===== src/rtl/usr_exec.sv =====
// Universal shift register with a command sequencer: one command per handshake, one shift step per clock.
// Latency: a command accepted at edge T0 with n steps has Q final after edge Tn, done high between Tn and Tn+1.
// Backpressure: cmd_ready is high only in IDLE; commands offered in EXEC or DONE are not consumed.
//
// Ports:
//   clk, reset            rising-edge clock, asynchronous active-high reset
//   cmd_valid/cmd_ready   command handshake; S (select), L (load data), count (steps) sampled on acceptance
//   undo                  restore pre-command value (only with USR_UNDO_EN defined)
//   Q, carry, zero        register value, last bit shifted out, Q==0 flag
//   busy, done            high while stepping; one-cycle completion pulse
//
// Optional feature macro: USR_UNDO_EN builds the snapshot register and the undo path.
module usr_exec #(
    parameter int WIDTH = 4,
    parameter int CNT_W = 2
) (
    input  logic             clk,
    input  logic             reset,
    input  logic             cmd_valid,
    output logic             cmd_ready,
    input  logic [2:0]       S,
    input  logic [WIDTH-1:0] L,
    input  logic [CNT_W-1:0] count,
    input  logic             undo,
    output logic [WIDTH-1:0] Q,
    output logic             carry,
    output logic             zero,
    output logic             busy,
    output logic             done
);

    typedef enum logic [1:0] {
        IDLE = 2'd0,
        EXEC = 2'd1,
        DONE = 2'd2
    } state_t;

    state_t           state;
    state_t           state_nxt;

    logic [2:0]       op;        // latched select
    logic [WIDTH-1:0] ld;        // latched load data
    logic [CNT_W-1:0] rem;       // steps still to apply
    logic [CNT_W-1:0] rem_init;
    logic             accept;
    logic             undo_go;

    logic [WIDTH-1:0] step_q;
    logic             step_out;

`ifdef USR_UNDO_EN
    logic [WIDTH-1:0] snap;
    logic             snap_vld;

    // undo blocks the handshake in the same cycle so it always wins over a command
    assign cmd_ready = (state == IDLE) && !undo;
    assign undo_go   = (state == IDLE) && undo && snap_vld;
`else
    logic unused_undo;

    assign unused_undo = undo;
    assign cmd_ready   = (state == IDLE);
    assign undo_go     = 1'b0;
`endif

    assign accept = cmd_valid && cmd_ready;
    assign zero   = (Q == '0);

    // Load always takes exactly one step; hold takes none, so it goes straight to DONE.
    always_comb begin
        rem_init = count;
        if (S == 3'b111) begin
            rem_init = CNT_W'(1);
        end else if (S == 3'b000) begin
            rem_init = '0;
        end
    end

    // One step of the latched operation applied to the current Q.
    always_comb begin
        step_q   = Q;
        step_out = carry;
        case (op)
            3'b001: begin step_q = {Q[0], Q[WIDTH-1:1]};         step_out = Q[0];       end
            3'b010: begin step_q = {Q[WIDTH-2:0], Q[WIDTH-1]};   step_out = Q[WIDTH-1]; end
            3'b011: begin step_q = {1'b0, Q[WIDTH-1:1]};         step_out = Q[0];       end
            3'b100: begin step_q = {Q[WIDTH-2:0], 1'b0};         step_out = Q[WIDTH-1]; end
            3'b101: begin step_q = {Q[WIDTH-1], Q[WIDTH-1:1]};   step_out = Q[0];       end
            // arithmetic left keeps the sign bit and drops the bit below it
            3'b110: begin step_q = {Q[WIDTH-1], Q[WIDTH-3:0], 1'b0}; step_out = Q[WIDTH-2]; end
            3'b111: begin step_q = ld;                           step_out = carry;      end
            default: begin step_q = Q;                           step_out = carry;      end
        endcase
    end

    // State register
    always_ff @(posedge clk or posedge reset) begin
        if (reset) begin
            state <= IDLE;
        end else begin
            state <= state_nxt;
        end
    end

    // Next state and status outputs
    always_comb begin
        state_nxt = state;
        busy      = 1'b0;
        done      = 1'b0;
        case (state)
            IDLE: begin
                if (undo_go) begin
                    state_nxt = DONE;
                end else if (accept) begin
                    state_nxt = (rem_init == '0) ? DONE : EXEC;
                end
            end
            EXEC: begin
                busy = 1'b1;
                // rem==0 cannot occur here; treat it as finished rather than stalling
                if (rem <= CNT_W'(1)) begin
                    state_nxt = DONE;
                end
            end
            DONE: begin
                done      = 1'b1;
                state_nxt = IDLE;
            end
            default: begin
                state_nxt = IDLE;
            end
        endcase
    end

    // Datapath
    always_ff @(posedge clk or posedge reset) begin
        if (reset) begin
            Q     <= '0;
            carry <= 1'b0;
            op    <= '0;
            ld    <= '0;
            rem   <= '0;
`ifdef USR_UNDO_EN
            snap     <= '0;
            snap_vld <= 1'b0;
`endif
        end else begin
`ifdef USR_UNDO_EN
            if (undo_go) begin
                Q        <= snap;
                carry    <= 1'b0;
                snap_vld <= 1'b0;
            end else if (accept) begin
                snap     <= Q;
                snap_vld <= 1'b1;
            end
`endif
            if (accept) begin
                op  <= S;
                ld  <= L;
                rem <= rem_init;
            end else if ((state == EXEC) && (rem != '0)) begin
                Q     <= step_q;
                carry <= step_out;
                rem   <= rem - CNT_W'(1);
            end
        end
    end

endmodule


===== config.mk =====
export PLATFORM = sky130hd
export DESIGN_NAME = usr_exec
export DESIGN_NICKNAME = d
export VERILOG_FILES = /design/src/rtl/usr_exec.sv
export SDC_FILE = /design/constraint.sdc
export NUM_CORES = 1
export LEC_CHECK = 0
export BUFFER_PORTS_ARGS = -buffer_cell sky130_fd_sc_hd__buf_2
export CAP_MARGIN = 20
export CORE_MARGIN = 1
export CORE_UTILIZATION = 50
export DETAILED_ROUTE_END_ITERATION = 6
export PLACE_DENSITY_LB_ADDON = 0.3
export SKIP_LAST_GASP = 1
export SLEW_MARGIN = 25
export SYNTH_ARGS = -nofsm -noshare
export SYNTH_HDL_FRONTEND = slang
export SYNTH_SLANG_ARGS = --single-unit

===== constraint.sdc =====
create_clock -name clk -period 1.7 [get_ports clk]
set_input_delay 0.085 -clock clk [delete_from_list [all_inputs] [get_ports clk]]
set_output_delay 0.085 -clock clk [all_outputs]
set_load 0.01 [all_outputs]

* Yosys cells after proc, flatten, opt, wreduce, memory -nomap -nowiden
Index checks and enable logic that the tools add are counted.
** Storage, ports and cells
- Bits in registers :: 16
- Bits of input ports :: 13
- Output and inout bits :: 9
- Word-level logic and storage cells :: 53
** Operators by class
- Add/sub/neg operators :: 1
- Order comparisons :: 1
- Equal/unequal tests :: 12
- Multiplexer cells :: 12
- Bitwise logic cells :: 3
- Reduce and logical (&&, ||, !) cells :: 17
** Operator list (count)
- 4-bit case mux with 7 select lines :: 1
- 3-bit equality test (second input constant) :: 5
- 2-bit two-way mux :: 7
- 7-bit nonzero test :: 1
- 3-bit by 2-bit equality test with 1-bit output (second input constant) :: 2
- 3-bit AND reduction :: 2
- 5-bit AND reduction :: 1
- 5-bit nonzero test :: 1
- 2-bit zero test :: 2
- 4-bit zero test :: 1
- 2-bit case mux with 2 select lines :: 1
- 2-bit nonzero test :: 2
- 3-bit by 1-bit equality test with 1-bit output (second input constant) :: 1
- 3-bit zero test :: 1
- 1-bit NOT :: 3
- 1-bit case mux with 3 select lines :: 1
- 3-bit nonzero test :: 1
- 3-bit OR reduction :: 1
- 2-bit by 1-bit equality test with 1-bit output (second input constant) :: 1
- 2-bit equality test (second input constant) :: 1
- 2-bit by 1-bit less-or-equal comparator with 1-bit output (second input constant) :: 1
- 1-bit logical AND :: 2
- 1-bit two-way mux :: 2
- 2-bit by 1-bit != test with 1-bit output (second input constant) :: 1
- other kinds (4) :: 4

* Logic depth before layout (Yosys ltp)
Gate-level depths: netlist of run 1.
- Depth in word-level cells :: 7
- Mapped depth :: 6
- Depth with buffers taken out :: 6

* Worst setup path before layout of run 1
Ideal clock, no wire load.
- Kind :: reg-to-reg
- From :: reg rem[0]
- To :: reg carry
- Setup time :: 111 ps
- Data arrival time :: 1428 ps
- Data required time :: 1589 ps
- Slack :: 160 ps
- Cell stages (with the launch flop) :: 6
- Path buffers :: 0
- Clock period less this slack :: 1540 ps
- Cells stage by stage :: dfrtp_1 inv_1 ha_1 nor3b_4 o31ai_2 a222oi_1
** On the way
- Longest elaborated chain between the ends :: 3
** Ends and longest elaborated chain
- start: declaration :: RTL line 43 : logic [CNT_W-1:0] rem;
- start signal: assignment :: RTL line 161 : rem <= rem_init;
- start signal: assignment :: RTL line 165 : rem <= rem - CNT_W'(1);
- 2-bit nonzero test :: RTL line 162 : end else if ((state == EXEC) && (rem != '0)) begin
- 1-bit logical AND :: RTL line 162
- 3-bit AND reduction (no line)
- end signal: assignment :: RTL line 164 : carry <= step_out;
- end: declaration :: RTL line 26 : output logic carry,
Every way passes these cells.
A chain may end at the register's enable or synchronous reset.

* Worst setup path after layout of run 1
Same ends and word-level chain as after synthesis.

==> flow_metrics.env, run 1 <==
export IMPL_synth_common_cells="dfrtp_1 (16), inv_1 (9), o21ai_0 (9)"
export IMPL_dr_pass1_iters=5
export IMPL_dieArea_mm2=0.002111
export IMPL_start_util_pct=54.75
export IMPL_endpoint="carry$_DFFE_PP0P_"
export IMPL_area_delta_synth_final_pct=19.17
export IMPL_grt_usage_pct=22.20
export IMPL_internal_power_uw=1254
export IMPL_critical_path_endpoint_type="flip-flop"
export IMPL_nets=143
export IMPL_drtIter0Drc=39
export IMPL_yosys_top_cells_area="dfrtp_1 (41%), mux2_2 (5.8%), o21ai_0 (4.7%)"
export IMPL_final_setup_tns_ns=0
export IMPL_hold_viol_final=0
export IMPL_slowest_stage="a222oi_1"
export IMPL_yosys_cell_types_count=41
export IMPL_cts_clk_slew_worst_paths_ns=0.09
export IMPL_slew_violations=0
export IMPL_cts_buffer_depth=2
export IMPL_status="finished clean"
export IMPL_portBuffers=20
export IMPL_final_setup_viol_count=0
export IMPL_synth_top_cell_area_share_pct=41.45
export IMPL_grt_pass1_wl_mm=3.325
export IMPL_post_drt_wl_per_cell_um=13.18
export IMPL_hpwlAfterDp_mm=1.475
export IMPL_crit_family="compound AO/OA/AOI/OAI gates"
export IMPL_cpPeakStageDelay_ns=0.38
export IMPL_synth_area_leader_cell="dfrtp_1"
export IMPL_ys_flop_type="dfrtp_1"
export IMPL_via_count=870
export IMPL_htree_num_levels=1
export IMPL_grt_max_degree=17
export IMPL_slew_headroom_pct=60.46
export IMPL_cts_buffers=3
export IMPL_gp_congestion=0.8846
export IMPL_syn_nets=116
export IMPL_path_max_fanout=5
export IMPL_syn_area_um2=965.9
export IMPL_finalClockSkew_ns=0.0002786
export IMPL_post_cts_resize_count=0
export IMPL_core_mm2=0.001764
export IMPL_yosysMostFrequentCell="dfrtp_1"
export IMPL_start_kind="flip-flop"
export IMPL_antenna_cells=0
export IMPL_final_antenna_net_count=0
export IMPL_crit_buf_inv=1
export IMPL_drive_gt1_share_pct=30.16
export IMPL_postSynthCellCount=101
export IMPL_die_w_um=45.95
export IMPL_p_per_area_mw_per_mm2=1924
export IMPL_startpoint="rem[0]$_DFFE_PP0P_"
export IMPL_postSynth_asyncResetShare_pct=100.0
export IMPL_clock_sinks=16
export IMPL_required_ns=1.88
export IMPL_reg2reg_slack_ns=0.12
export IMPL_rr_startpoint="rem[0]$_DFFE_PP0P_"
export IMPL_num_rows=15
export IMPL_insertion_delay_ns=0.29
export IMPL_rr_endpoint="carry$_DFFE_PP0P_"
export IMPL_cp_depth=5
export IMPL_comb_power_share_pct=54.3
export IMPL_rsz0062_at_grt="false"
export IMPL_r2r_cells=5
export IMPL_pwr_share_clk_pct=9.1
export IMPL_path_cells="inv_1 > ha_1 > nor3b_4 > o31ai_2 > a222oi_1"
export IMPL_sw_frac_of_total_pct=43.37
export IMPL_switchingPower_uw=960.5
export IMPL_min_period_over_period_pct=93.14
export IMPL_seqPwrFrac_pct=36.6
export IMPL_finalCriticalPeriod_ns=1.583
export IMPL_tightest_slew_ns=0.5925
export IMPL_drv_cap=0
export IMPL_ioPinCount=22
export IMPL_routed_wl_mm=1.990
export IMPL_die_y_um=45.95
export IMPL_tritoncts="done"
export IMPL_synth_area_per_cell_um2=9.564
export IMPL_yosysWarnings=0
export IMPL_drc=0
export IMPL_antenna_found_initial=0
export IMPL_grt_overflow=0
export IMPL_cp_data_arrival_time_ns=1.76
export IMPL_vias_per_cell=5.762
export IMPL_grt_pass1_vias=779
export IMPL_fmax_mhz=631.6
export IMPL_cts_root_buf="clkbuf_4"
export IMPL_ys_seq_elements=16
export IMPL_synth_edf_count=0
export IMPL_irDropWorstVdd_v=0.0009734
export IMPL_leakage_uw=0.0005423
export IMPL_crit_type="reg -> reg"
export IMPL_final_util_pct=65.25
export IMPL_min_path_type="in -> reg"
export IMPL_yosysSeqAreaShare_pct=41.45
## power by group through the flow
stage	registers [uW]	logic, uW	clock network [uW]
2_1_floorplan	752	909	0
6_report	811	1200	202
3_5_place_dp	818	1190	0
4_1_cts	811	1200	207
3_3_place_gp	803	1170	0
5_1_grt	851	1330	212
## cell families (layout without fill, tap and decap cells)
| kind of cell | after synthesis | in the layout | share of synthesized area [%] |
|---|---|---|---|
| flops | 16 | 16 | 41.45 |
| xor+xnor | 2 | 2 | 1.814 |
| buf+inv | 14 | 39 | 6.217 |
| mux | 7 | 7 | 7.901 |
| fa+ha+maj | 2 | 2 | 2.590 |
| simple gates | 27 | 27 | 15.42 |
| compound gates | 33 | 33 | 24.61 |
## per-layer routing
| metal | wire length (um) | up-vias | track usage [%] |
|---|---|---|---|
| li1 | - | 425 | - |
| met1 | 938 | 402 | 31.68 |
| met2 | 909 | 38 | 32.68 |
| met3 | 104 | 5 | 2.381 |
| met4 | 37 | 0 | 11.76 |
| met5 | 0 | - | 0 |
## worst min path at each step
| stage | from | to | slack [ns] | cells after the start |
|---|---|---|---|---|
| 2_1_floorplan | reset | Q[0]$_DFFE_PP0P_ | -0.001 | 1 |
| 3_3_place_gp | reset | ld[2]$_DFFE_PP0P_ | 0.18 | 2 |
| 3_5_place_dp | reset | state[1]$_DFFE_PP0P_ | 0.19 | 2 |
| 4_1_cts | L[0] | ld[0]$_DFFE_PP0P_ | 0.03 | 2 |
| 5_1_grt | L[0] | ld[0]$_DFFE_PP0P_ | 0.03 | 2 |
| 6_report | L[0] | ld[0]$_DFFE_PP0P_ | 0.03 | 2 |
## repair_timing
item                                   in CTS  in global routing
hold buffers                                2                  0
setup endpoints to repair                   0                  0
buffers inserted                            0                  0
endpoints found under the hold margin      17                  0
## state kept, by name, indices dropped and copies added (netlist names)
register	flops
carry	1
rem	2
op	3
ld	4
Q	4
state	2
## area by class of cell
| cell class | count | area, um2 |
|---|---|---|
| timing repair buffer | 27 | 157.7 |
| tap | 25 | 31.28 |
| inverter | 9 | 33.78 |
| multi-input combinational | 71 | 505.5 |
| clock buffer | 3 | 22.52 |
| fill | 165 | 613.1 |
| sequential | 16 | 400.4 |
## cell usage in the layout, fill, tap and decap left out, types with 2 or more instances in the layout
cell	synthesis	routed
a22oi_1	2	2
dfrtp_1	16	16
mux2i_1	2	2
dlygate4sd3_1	0	2
mux2_2	5	5
nand2b_1	2	2
a32oi_1	2	2
a21oi_1	2	2
a211oi_1	2	2
ha_1	2	2
nand3_1	4	4
buf_4	1	5
buf_2	3	20
o21ai_0	9	9
inv_1	9	9
nand2_1	8	8
o22ai_1	3	3
nor2_1	5	5
clkbuf_4	0	3
## through the flow
step	area, um2	setup slack (ns)	instances	hold slack (ns)	power, uW
floorplan	965.9	0.1605	101	-0.001261	1661
global placement	1109	0.1637	146	0.1797	1971
detailed placement	1109	0.1351	146	0.1879	2003
CTS	1151	0.1154	151	0.02863	2219
global route	1151	0.03210	151	0.03234	2398
finish	1151	0.1167	151	0.02755	2215
Note: power is estimated with default switching activity, not from simulation.
==> run 2, diff against run 1 <==
--- a/config.mk
+++ b/config.mk
@@ -8,7 +8,7 @@
 export BUFFER_PORTS_ARGS = -buffer_cell sky130_fd_sc_hd__buf_2
 export CAP_MARGIN = 20
 export CORE_MARGIN = 1
-export CORE_UTILIZATION = 50
+export CORE_UTILIZATION = 52
 export DETAILED_ROUTE_END_ITERATION = 6
 export PLACE_DENSITY_LB_ADDON = 0.3
 export SKIP_LAST_GASP = 1
==> constraint.sdc (replaced) <==
create_clock -name clk -period 1.55 [get_ports clk]
set_input_delay 0.0775 -clock clk [delete_from_list [all_inputs] [get_ports clk]]
set_output_delay 0.0775 -clock clk [all_outputs]
set_load 0.01 [all_outputs]
==> run 2 against run 1 <==
Routed wire length is 12% higher. Hold slack got worse by 0.012 ns. Critical path depth increased by 2. Critical endpoint unchanged. Combinational power rose by 27%. Largest cell class unchanged. Largest power group unchanged.
==> flow_metrics.env, run 2 (synthesis results as in run 1) <==
export IMPL_rsz0062_at_grt="true"
export IMPL_ioPinCount=22
export IMPL_antenna_found_initial=0
export IMPL_status="finished clean"
export IMPL_routed_wl_mm=2.219
export IMPL_grt_pass1_vias=771
export IMPL_die_w_um=45.10
export IMPL_fmax_mhz=647.0
export IMPL_endpoint="carry$_DFFE_PP0P_"
export IMPL_num_rows=15
export IMPL_cts_buffers=3
export IMPL_post_drt_wl_per_cell_um=14.32
export IMPL_irDropWorstVdd_v=0.001343
export IMPL_insertion_delay_ns=0.29
export IMPL_slew_violations=0
export IMPL_portBuffers=20
export IMPL_antenna_cells=0
export IMPL_hpwlAfterDp_mm=1.519
export IMPL_grt_max_degree=17
export IMPL_gp_congestion=0.8497
export IMPL_comb_power_share_pct=56.0
export IMPL_fin_area_mm2=0.001231
export IMPL_hold_viol_final=0
export IMPL_finalCriticalPeriod_ns=1.546
export IMPL_vias_per_cell=5.813
export IMPL_multi_input_area_um2=541.8
export IMPL_cts_buffer_depth=2
export IMPL_cp_data_arrival_time_ns=1.70
export IMPL_htree_num_levels=1
export IMPL_largestRegisters="Q (4), ld (4), op (3)"
export IMPL_final_setup_tns_ns=0
export IMPL_grt_overflow=0
export IMPL_fill_cells=151
export IMPL_cts_clk_slew_worst_paths_ns=0.10
export IMPL_critical_path_endpoint_type="flip-flop"
export IMPL_tritoncts="done"
export IMPL_grt_usage_pct=23.12
export IMPL_via_count=901
export IMPL_rr_endpoint="carry$_DFFE_PP0P_"
export IMPL_internal_power_uw=1549
export IMPL_r2r_cells=7
export IMPL_drive_gt1_share_pct=36.92
export IMPL_hold_depth=2
export IMPL_path_cells="inv_2 > ha_4 > nor3b_4 > buf_6 > nand4_1 > o211ai_1 > a222oi_1"
export IMPL_tightest_slew_ns=0.6042
export IMPL_finalClockSkew_ns=0.007665
export IMPL_sw_frac_of_total_pct=42.86
export IMPL_dr_pass1_iters=4
export IMPL_start_kind="flip-flop"
export IMPL_drv_cap=0
export IMPL_slew_headroom_pct=59.67
export IMPL_required_ns=1.71
export IMPL_drc=0
export IMPL_dpl_cell_area_mm2=0.001116
export IMPL_leakage_uw=0.0005704
export IMPL_rr_startpoint="rem[0]$_DFFE_PP0P_"
export IMPL_min_path_type="in -> reg"
export IMPL_die_y_um=45.10
export IMPL_timing_final_ws_setup_ns=0.004494
export IMPL_slowest_stage="dfrtp_1"
export IMPL_start_util_pct=55.94
export IMPL_path_max_fanout=5
export IMPL_final_common_cell="buf_2"
export IMPL_area_delta_synth_final_pct=27.46
export IMPL_drtIter0Drc=45
export IMPL_cpPeakStageDelay_ns=0.39
export IMPL_seqCellArea_um2=400.4
export IMPL_p_per_area_mw_per_mm2=2202
export IMPL_crit_type="reg -> reg"
export IMPL_final_cell_mix="buf_2 (20), dfrtp_1 (16), o21ai_0 (9)"
export IMPL_seqPwrFrac_pct=33.4
export IMPL_dieArea_mm2=0.002034
export IMPL_clock_sinks=16
export IMPL_final_setup_viol_count=0
export IMPL_startpoint="rem[0]$_DFFE_PP0P_"
export IMPL_pwr_share_clk_pct=10.5
export IMPL_core_mm2=0.001727
export IMPL_nets=146
export IMPL_cts_root_buf="clkbuf_4"
export IMPL_min_period_over_period_pct=99.71
export IMPL_grt_pass1_wl_mm=3.325
export IMPL_dp_slack_ns=0.04382
export IMPL_reg2reg_slack_ns=0.004
export IMPL_switchingPower_uw=1162
export IMPL_final_antenna_net_count=0
-- run 2: cell types whose count changed in the layout (fill, tap and decap cells not counted), sizes merged --
cell / previous run / this run
clkbuf: 3 / 4
buf: 25 / 28
-- run 2: cell type report --
cell class,count,area share [%]
Multi-Input combinational cell,71,44.00
Inverter,9,2.744
Tap cell,25,2.541
Clock buffer,4,2.947
Timing Repair Buffer,30,15.24
Sequential cell,16,32.52
-- run 2: what timing repair did --
| item | in CTS | in global routing |
|---|---|---|
| setup buffers | 0 | 2 |
| gates resized for setup | 0 | 10 |
| endpoints found under the hold margin | 17 | 0 |
| hold buffers | 2 | 0 |
| endpoints found under the setup margin | 0 | 5 |
-- run 2: worst min path at each step --
stage          startpoint                 to  slack, ns
6_report             L[1]  ld[1]$_DFFE_PP0P_       0.02
3_3_place_gp        reset   Q[0]$_DFFE_PP0P_       0.17
4_1_cts              L[1]  ld[1]$_DFFE_PP0P_      0.008
5_1_grt              L[0]  ld[0]$_DFFE_PP0P_       0.01
3_5_place_dp        reset   Q[0]$_DFFE_PP0P_       0.18
2_1_floorplan       reset   Q[0]$_DFFE_PP0P_     -0.009
-- run 2: worst max-delay path: cells and delay by family, from the launching register on --
| kind | cells | cell delay [ns] |
|---|---|---|
| AND/OR/NAND/NOR | 2 | 0.41 |
| flip-flops | 1 | 0.39 |
| buffers and inverters | 2 | 0.23 |
| AO/OA/AOI/OAI | 2 | 0.20 |
| adder cells (fa/ha/maj) | 1 | 0.17 |
-- run 2: power by group through the flow --
stage / Sequential (uW) / Combinational [uW] / Clock, uW
after floorplan: 825 / 997 / 0
after global placement: 873 / 1310 / 0
after detailed placement: 891 / 1340 / 0
after CTS: 881 / 1350 / 287
after global routing: 937 / 1690 / 304
final: 906 / 1520 / 286
-- run 2: layer usage --
| metal | vias up | part of all wire (%) | routed length (um) | GRT usage [%] |
|---|---|---|---|---|
| met5 | - | 0 | 0 | 0 |
| met4 | 0 | 1.0 | 23 | 5.455 |
| met3 | 4 | 5.6 | 125 | 4.800 |
| met2 | 36 | 47 | 1037 | 37.97 |
| met1 | 424 | 47 | 1032 | 31.35 |
| li1 | 437 | - | - | - |
-- run 2: metrics by stage --
step / total power (uW) / utilization (%) / hold WS (ns) / cells
after floorplan: 1822 / - / -0.008761 / 101
after global placement: 2184 / 64.64 / 0.1748 / 147
after detailed placement: 2227 / 64.64 / 0.1802 / 147
after CTS: 2514 / 67.90 / 0.007846 / 153
after global routing: 2927 / 71.30 / 0.01159 / 155
final: 2711 / 71.30 / 0.01596 / 155
==> run 3, diff against run 2 <==
--- a/config.mk
+++ b/config.mk
@@ -10,6 +10,7 @@
 export CORE_MARGIN = 1
 export CORE_UTILIZATION = 52
 export DETAILED_ROUTE_END_ITERATION = 6
+export GPL_TIMING_DRIVEN = 0
 export PLACE_DENSITY_LB_ADDON = 0.3
 export SKIP_LAST_GASP = 1
 export SLEW_MARGIN = 25
==> run 3 against run 2 <==
The run now ends with hold timing left. First-iteration DRC count rose by 42%. Setup slack improved by 0.012 ns. Utilization fell by 0.51 points. Clock-buffer cell count did not move. Largest cell class unchanged. Global-route usage rose by 1.8 points. Die area did not move. Critical path depth fell by 2. Hold slack got worse by 0.020 ns. Clock power barely moved. Clock skew fell by 0.0021 ns. Sequential power fell by 4.4%.
==> flow_metrics.env, run 3 (synthesis results as in run 1) <==
export IMPL_area_delta_synth_final_pct=26.55
export IMPL_pwr_share_clk_pct=10.5
export IMPL_cts_buffer_depth=2
export IMPL_holdWs_ns=-0.004219
export IMPL_drc=0
export IMPL_comb_power_share_pct=57.6
export IMPL_drive_gt1_share_pct=36.84
export IMPL_clock_sinks=16
export IMPL_antenna_cells=0
export IMPL_grt_pass1_wl_mm=3.588
export IMPL_path_cells="inv_2 > ha_4 > nor3b_4 > o31ai_4 > a222oi_1"
export IMPL_hold_viol_final=1
export IMPL_dp_slack_ns=-0.2997
export IMPL_sw_frac_of_total_pct=43.21
export IMPL_portBuffers=20
export IMPL_critical_path_endpoint_type="flip-flop"
export IMPL_slew_violations=0
export IMPL_hpwlAfterDp_mm=1.621
export IMPL_gp_congestion=0.8510
export IMPL_grt_max_degree=17
export IMPL_cts_clk_slew_worst_paths_ns=0.10
export IMPL_vias_per_cell=6.095
export IMPL_htree_num_levels=1
export IMPL_fmax_mhz=652.0
export IMPL_p_per_area_mw_per_mm2=2222
export IMPL_final_antenna_net_count=0
export IMPL_core_mm2=0.001727
export IMPL_ioPinCount=22
export IMPL_crit_family="compound AO/OA/AOI/OAI gates"
export IMPL_insertion_delay_ns=0.30
export IMPL_dieArea_mm2=0.002034
export IMPL_nets=149
export IMPL_switchingPower_uw=1174
export IMPL_violations="hold timing"
export IMPL_cts_root_buf="clkbuf_4"
export IMPL_tritoncts="done"
export IMPL_final_util_pct=70.80
export IMPL_fill_cells=142
export IMPL_post_drt_wl_per_cell_um=15.00
export IMPL_largestRegisters="Q (4), ld (4), op (3)"
export IMPL_die_y_um=45.10
export IMPL_drv_cap=0
export IMPL_cpPeakStageDelay_ns=0.39
export IMPL_timing_final_ws_setup_ns=0.01634
export IMPL_grt_pass1_vias=814
export IMPL_routed_wl_mm=2.370
export IMPL_required_ns=1.72
export IMPL_path_max_fanout=5
export IMPL_final_common_cell="buf_2"
export IMPL_via_count=963
export IMPL_die_w_um=45.10
export IMPL_internal_power_uw=1542
export IMPL_finalCriticalPeriod_ns=1.534
export IMPL_irDropWorstVdd_v=0.001147
export IMPL_grt_overflow=0
export IMPL_rsz0062_at_grt="true"
export IMPL_num_rows=15
export IMPL_finalClockSkew_ns=0.005550
export IMPL_cp_data_arrival_time_ns=1.71
export IMPL_min_path_type="in -> reg"
export IMPL_final_cell_mix="buf_2 (23), dfrtp_1 (16), o21ai_0 (9)"
export IMPL_antenna_found_initial=0
export IMPL_crit_buf_inv=1
export IMPL_seqPwrFrac_pct=31.9
export IMPL_cts_buffers=3
export IMPL_drtIter0Drc=64
export IMPL_dr_pass1_iters=4
export IMPL_min_period_over_period_pct=98.95
export IMPL_dpl_cell_area_mm2=0.001097
export IMPL_crit_type="reg -> reg"
export IMPL_grt_usage_pct=24.92
export IMPL_tightest_slew_ns=0.6042
export IMPL_status="complete, but fails checks"
export IMPL_start_util_pct=55.94
export IMPL_slowest_stage="dfrtp_1"
export IMPL_slew_headroom_pct=59.68
export IMPL_final_setup_viol_count=0
export IMPL_final_setup_tns_ns=0
export IMPL_fin_area_mm2=0.001222
export IMPL_leakage_uw=0.0005769
export IMPL_start_kind="flip-flop"
run 3: final timing paths:
kind | start | endpoint | slack, ns | depth (start not counted)
worst min register to register | ld[1]$_DFFE_PP0P_ | ld[1]$_DFFE_PP0P_ | 0.54 | 1
min in group asynchronous | reset | ld[3]$_DFFE_PP0P_ | 0.39 | 3
max in group asynchronous | reset | Q[1]$_DFFE_PP0P_ | 0.77 | 3
worst max register to register | rem[1]$_DFFE_PP0P_ | carry$_DFFE_PP0P_ | 0.02 | 5
worst max-delay path | rem[1]$_DFFE_PP0P_ | carry$_DFFE_PP0P_ | 0.02 | 5
worst min-delay path | L[2] | ld[2]$_DFFE_PP0P_ | -0.004 | 3
run 3: per-stage QoR:
step / cells / power [uW]
finish: 158 / 2716
global route: 158 / 2893
CTS: 153 / 2586
detailed placement: 146 / 2192
global placement: 146 / 2136
floorplan: 101 / 1822
run 3: final cells by class:
type	count	area, um2	area share [%]
multi-input cells	71	526.8	43.09
well taps	25	31.28	2.559
plain buffers	5	27.53	2.252
flip-flops and latches	16	400.4	32.75
inverters	9	33.78	2.764
clock buffers	4	36.28	2.968
repair buffers	28	166.4	13.61
run 3: tightest hold or removal path: cells and delay by family:
| family | cells | cell delay [ns] |
|---|---|---|
| AO/OA/AOI/OAI | 1 | 0.07 |
| buffers and inverters | 1 | 0.07 |
| AND/OR/NAND/NOR | 1 | 0.03 |
run 3: power by group through the flow:
stage          registers, uW  clock network [uW]  logic (uW)
6_report                 866                 285        1560
5_1_grt                  889                 298        1710
4_1_cts                  852                 289        1440
3_5_place_dp             852                   0        1340
3_3_place_gp             838                   0        1300
2_1_floorplan            825                   0         997
run 3: repair_timing:
| item | CTS | global route |
|---|---|---|
| hold endpoints to repair | 16 | 0 |
| pin swaps | 2 | 5 |
| setup endpoints to repair | 7 | 5 |
| buffers inserted | 2 | 5 |
| resized for setup | 5 | 3 |
| hold buffers | 1 | 0 |
run 3: per-layer routing:
metal  routed length (um)  part of all wire [%]  GRT usage, %  up-vias
li1                     -                     -             -      439
met1                  974                    41         33.42      439
met2                 1101                    46         39.71       71
met3                  201                   8.5         2.400       14
met4                   93                   3.9         13.33        0
met5                    0                     0             0        -
